--- src/rtl/fetch_queue.sv ---
// Instruction fetch queue: a DEPTH-entry FIFO of {pc, instr} pairs between fetch and decode,
// with a single-cycle flush for redirects and a compressed-encoding flag on the head entry.
module fetch_queue #(
  parameter int DEPTH = 4
) (
  input  logic                       clk,
  input  logic                       rst_n,
  input  logic                       fetch_valid,
  output logic                       fetch_ready,
  input  logic [31:0]                fetch_pc,
  input  logic [31:0]                fetch_instr,
  input  logic                       flush,
  output logic                       dec_valid,
  input  logic                       dec_ready,
  output logic [31:0]                dec_pc,
  output logic [31:0]                dec_instr,
  output logic                       dec_illegal,
  output logic [$clog2(DEPTH):0]     count
);

  localparam int PW = $clog2(DEPTH);
  localparam int CW = PW + 1;

  logic [PW-1:0] rd_ptr_q, rd_ptr_d;
  logic [PW-1:0] wr_ptr_q, wr_ptr_d;
  logic [CW-1:0] count_q, count_d;
  logic [31:0]   pc_mem_q    [DEPTH];
  logic [31:0]   instr_mem_q [DEPTH];
  logic          enq, deq;

  function automatic logic is_compressed(input logic [31:0] instr);
    return instr[1:0] != 2'b11;
  endfunction

  // Handshakes depend only on registered count, so no fetch->dec or dec_ready->fetch_ready path.
  assign fetch_ready = (count_q != CW'(DEPTH));
  assign dec_valid   = (count_q != '0);
  assign enq         = fetch_valid && fetch_ready && !flush;
  assign deq         = dec_valid && dec_ready && !flush;

  assign dec_pc      = pc_mem_q[rd_ptr_q];
  assign dec_instr   = instr_mem_q[rd_ptr_q];
  assign dec_illegal = is_compressed(instr_mem_q[rd_ptr_q]);
  assign count       = count_q;

  always_comb begin
    rd_ptr_d = rd_ptr_q;
    wr_ptr_d = wr_ptr_q;
    count_d  = count_q;
    if (flush) begin
      rd_ptr_d = '0;
      wr_ptr_d = '0;
      count_d  = '0;
    end else begin
      // Power-of-two depth lets the pointers wrap by natural overflow.
      if (enq) wr_ptr_d = wr_ptr_q + PW'(1);
      if (deq) rd_ptr_d = rd_ptr_q + PW'(1);
      case ({enq, deq})
        2'b10:   count_d = count_q + CW'(1);
        2'b01:   count_d = count_q - CW'(1);
        default: count_d = count_q;
      endcase
    end
  end

  always_ff @(posedge clk or negedge rst_n) begin
    if (!rst_n) begin
      rd_ptr_q <= '0;
      wr_ptr_q <= '0;
      count_q  <= '0;
    end else begin
      rd_ptr_q <= rd_ptr_d;
      wr_ptr_q <= wr_ptr_d;
      count_q  <= count_d;
    end
  end

  // Storage carries no reset; validity comes solely from count and the pointers.
  always_ff @(posedge clk) begin
    if (enq) begin
      pc_mem_q[wr_ptr_q]    <= fetch_pc;
      instr_mem_q[wr_ptr_q] <= fetch_instr;
    end
  end

endmodule

--- config.mk ---
export PLATFORM = sky130hd
export DESIGN_NAME = fetch_queue
export DESIGN_NICKNAME = d
export VERILOG_FILES = /design/src/rtl/fetch_queue.sv
export SDC_FILE = /design/constraint.sdc
export NUM_CORES = 1
export LEC_CHECK = 0
export ABC_AREA = 1
export CORE_ASPECT_RATIO = 1.2
export CORE_MARGIN = 1.5
export CORE_UTILIZATION = 35
export DETAILED_ROUTE_END_ITERATION = 10
export SLEW_MARGIN = 5
export SYNTH_ARGS = -nofsm -noshare
export SYNTH_HDL_FRONTEND = slang
export SYNTH_SLANG_ARGS = --single-unit
--- constraint.sdc ---
create_clock -name clk -period 9.6 [get_ports clk]
set_clock_uncertainty 0.1 [all_clocks]
set_input_delay 1.44 -clock clk [delete_from_list [all_inputs] [get_ports clk]]
set_output_delay 1.44 -clock clk [all_outputs]
set_load 0.02 [all_outputs]
# Yosys cells after proc, flatten, opt, wreduce, memory -nomap -nowiden
# Memories as Yosys holds them, arrays and structs flattened.
# Index checks and enable logic that the tools add are counted.
totals:
  mem_bits_ro: 0
  regBits: 7
  mem_count: 2
  mem_bits_rw: 256
  latch_bits: 0
  wordCells: 30
mem_list:
  columns: ["name", "words", "word_bits", "read_ports", "rd_ports_with_merged_regs", "write_ports", "line_no", "source"]
  rows:
  - ["instr_mem_q", 4, 32, 1, 0, 1, "28", "logic [31:0] instr_mem_q [DEPTH];"]
  - ["pc_mem_q", 4, 32, 1, 0, 1, "27", "logic [31:0] pc_mem_q [DEPTH];"]
classes:
  reduce_logical: 9
  addsub: 4
  n_lt_le_gt_ge: 0
  n_mux: 8
  mul: 0
  n_shift: 0
  n_div: 0
  n_eq_ne: 4
  bitwise_logic: 0
op_table:
  columns: ["operator", "count"]
  rows:
  - ["2-bit 2-to-1 mux", 4]
  - ["3-bit case mux with 2 select lines", 1]
  - ["3-bit nonzero test", 2]
  - ["2-bit by 1-bit adder with 2-bit output, second input constant", 2]
  - ["1-bit logical AND", 4]
  - ["2-bit nonzero test", 2]
  - ["3-bit by 1-bit adder with 3-bit output, second input constant", 1]
  - ["3-bit 2-to-1 mux", 1]
  - ["3-bit inequality test, second input constant", 1]
  - ["3-bit by 1-bit subtractor with 3-bit output, second input constant", 1]
  - ["2-bit by 1-bit == test with 1-bit output, second input constant", 1]
  - ["2-bit == test, second input constant", 1]
  - ["1-bit 2-to-1 mux", 2]
  - ["2-bit inequality test, second input constant", 1]
  - ["1-bit zero test", 1]

# Longest topological paths before layout
logic_depth:
  ltp_word: 6
  mapped_depth: 13
  depth_no_buf: 13

# Worst setup path before layout
# No wires, ideal clock.
synth_path:
  path_kind: "input port to flip-flop"
  startpoint: "in flush"
  endpoint: "mem instr_mem_q[0][0] (enable)"
  required_time_ns: 9.013
  n_path_buf: 0
  setup_slack_ns: 4.577
  stages: 3
  t_arrival_ns: 4.436
  setup_time_ns: 0.487
  path_cell_list: "inv_1 nand3_2 nor2_1"
synth_between:
  elab_chain_len: 4
synth_lines:
  columns: ["element", "line_no", "source"]
  rows:
  - ["start, declared", "12", "input logic flush,"]
  - ["1-bit zero test", "38", "assign enq = fetch_valid && fetch_ready && !flush;"]
  - ["1-bit logical AND", "38", null]
  - ["1-bit 2-to-1 mux", "80", "if (enq) begin"]
  - ["1-bit 2-to-1 mux (not written as such)", "82", "instr_mem_q[wr_ptr_q] <= fetch_instr;"]
  - ["end, declared", "28", null]
# No other way between the ends.

# Worst setup path after layout
layout_path:
  startpoint: "reg rd_ptr_q[0]"
  endpoint: "out dec_instr[1]"
layout_between:
  elab_chain_len: 1
layout_lines:
  columns: ["element", "line_no", "source"]
  rows:
  - ["start, declared", "24", "logic [PW-1:0] rd_ptr_q, rd_ptr_d;"]
  - ["start signal, assigned", "72", "rd_ptr_q <= rd_ptr_d;"]
  - ["memory read 4 x 32 bit", null, null]
  - ["end, declared", "16", "output logic [31:0] dec_instr,"]
# No other way between the ends.

==> flow_summary.toml <==
[grt]
grt_max_degree = 83
grt_pass1_vias = 5979
grt_use_total_pct = 14.8
grt_antenna_before_repair = 0
grt_pass1_wl_mm = 33.4
grt_overflow = 0

[floorplanning]
die_x_um = 157
rows = 67
start_util_pct = 35.7
coreArea_sq_um = 28000
dieArea_sq_um = 29600
die_h_um = 188
io_pins = 139

[yosys]
yosysTopAreaCellShare_pct = 76.9
avgSynthCellArea_sq_um = 14.6
syn-num-nets = 758
async_flop_share_pct = 2.66
yosysMostFrequentCell = "edfxtp_1"
yosys_warnings = 0
yosys.area.top_type = "edfxtp_1"
ys_ff_latch = 263
ys_seq_area_share_pct = 78.7
synthCells = 684
synthTopCellsByCount = "edfxtp_1, nor2_1, o21ai_0"
synth_top_cells_by_area = "edfxtp_1, nor2_1, o22ai_1"
synth_edf_count = 256
synth.cell_area_sq_um = 10000
ys_types = 25
synth_flop_cell = "edfxtp_1"

[sta]
worst_slack_ps = 4150
finalMaxSlewViolations = 0
worstMarginPinSlew_ps = 1040
fin_crit_ps = 5450
post-route-period-util_pct = 56.8
rsz0062_at_grt = "no"
holdWs_ps = 469
setup_viol = 0
tns_ps = 0
hold_viol = 0
max_freq_ghz = 0.184
slew_headroom_pct = 30.9

[final_layout]
stdcell_count = 1214
fin_nets = 891
antennaDiodeCount = 0
fin_util_pct = 44.5
drive_above_1_share_pct = 6.95
design_area_sq_um = 12500
areaGrowthSynthToFinish_pct = 24.7

[min_path]
min_path_cells = 1
hold_path_end = "wr_ptr_q[0]"
min-delay-start = "wr_ptr_q[0]"
hold_class = "register to register"

[power_and_ir_drop]
p_total_mw = 3.22
total_leakage_power_nw = 4.08
vdd_drop_max_mv = 0.148
powerDensity_nw_per_um2 = 258

[cts]
hold_buffers = 0
worstSkewPairLatency_ps = 510
cts_made_buffers = 27
path_clk_slew_ps = 60
cts_resized = 0
clock-sinks = 263
htreeDepth = 1
post_cts_buffers = 0
clk_path_buf_depth = 3
cts_tree = "done"
cts_root_buffer = "clkbuf_16"

[setup_path]
r2r_end = "instr_mem_q[3][29]"
reg2reg_depth = 5
r2r_start = "count[0]"
criticalPathCategory = "register to output pin"
crit_required_ps = 8060
path_cells = "inv_4, buf_4, o21ai_0, o22ai_1, clkdlybuf4s50_1"
critPathSlowestCell = "buf_4"
rrSetupSlack_ps = 7230
cpPeakStageDelay_ps = 760
worstPathMaxFanout = 82
crit_path_end_kind = "output pin"
cp-start-kind = "register"
worstPathArrival_ps = 3910

[place]
dp_hpwl_mm = 11.5
gp_congestion = 0.716
dpl.cell_count = 1167
place_area_sq_um = 11700
dp_slack_ps = 4610
place.port_buffers = 138

[routing]
first_iter_violations = 326
route.detailed.wl_per_inst_um = 17.8
routed_wl_mm = 21.6
vias_per_cell = 4.89
ant_nets = 0
dr_total_vias = 5935
drc = 0
dr.pass1.iters = 4

[status]
outcome = "finished clean"

[flow_run]
cap_violations = 0
[where the power goes]
part,internal [mW],switching (mW),total [mW]
clock,0.567,0.395,0.962
combinational,0.346,0.526,0.873
sequential,1.34,0.0434,1.39
total,2.26,0.965,3.22
[cells in the final DEF, fill, tap and decap left out, types with 3 or more instances in the layout]
master / instances
dfrtp_1: 5
buf_4: 8
o21ai_0: 78
clkinv_1: 7
clkdlybuf4s50_1: 138
clkbuf_16: 27
nand2_2: 6
clkbuf_1: 9
o21ai_1: 54
ha_1: 4
edfxtp_1: 256
inv_1: 10
nor2_4: 4
nor2_1: 128
nand3_1: 3
o22ai_1: 64
nand2_1: 16
[layer usage]
metal / vias to the layer above / share of wire [%] / track usage, %
met3: 21 / 4.9 / 2.66
met4: 0 / 1.4 / 3.81
met5: - / 0 / 0
li1: 2827 / - / -
met2: 134 / 50 / 25.2
met1: 2953 / 44 / 19.4
[critical path: cells and delay by family (launching register included)]
| kind | cells | cell delay, ps |
|---|---|---|
| buffers and inverters | 3 | 1960 |
| flip-flops | 1 | 690 |
| AO/OA/AOI/OAI | 2 | 700 |
[state kept, by name, summed over array words and instances, names as in the netlist]
| signal | cells |
|---|---|
| rd_ptr_q | 2 |
| pc_mem_q | 128 |
| count | 3 |
| wr_ptr_q | 2 |
| instr_mem_q | 128 |
[worst max-delay path by stage]
stage,from,end,slack [ps]
after floorplan,flush,instr_mem_q[0][0],4580
after global placement,rd_ptr_q[0],dec_instr[1],4620
after detailed placement,rd_ptr_q[0],dec_instr[1],4610
after CTS,rd_ptr_q[0],dec_instr[1],4050
after global routing,rd_ptr_q[0],dec_instr[1],3860
final,rd_ptr_q[0],dec_instr[1],4150
[final cells by class]
| cell class | instances | area (sq um) |
|---|---|---|
| Sequential cell | 263 | 7870 |
| Tap cell | 379 | 474 |
| Inverter | 13 | 51.3 |
| Multi-Input combinational cell | 366 | 1830 |
| Fill cell | 2574 | 15500 |
| Clock inverter | 11 | 96.3 |
| Clock buffer | 36 | 709 |
| Timing Repair Buffer | 146 | 1440 |
[cells by family after synthesis]
kind of cell | count (synthesis) | synth area share (%)
buffers and inverters | 55 | 3.37
adders and majority gates | 5 | 0.701
xor gates and xnor gates | 1 | 0.0876
DFF | 263 | 78.7
AOI/OAI and AO/OA | 200 | 10.9
and+or+nand+nor | 160 | 6.31
No activity file was read; power rests on OpenSTA's default activity.
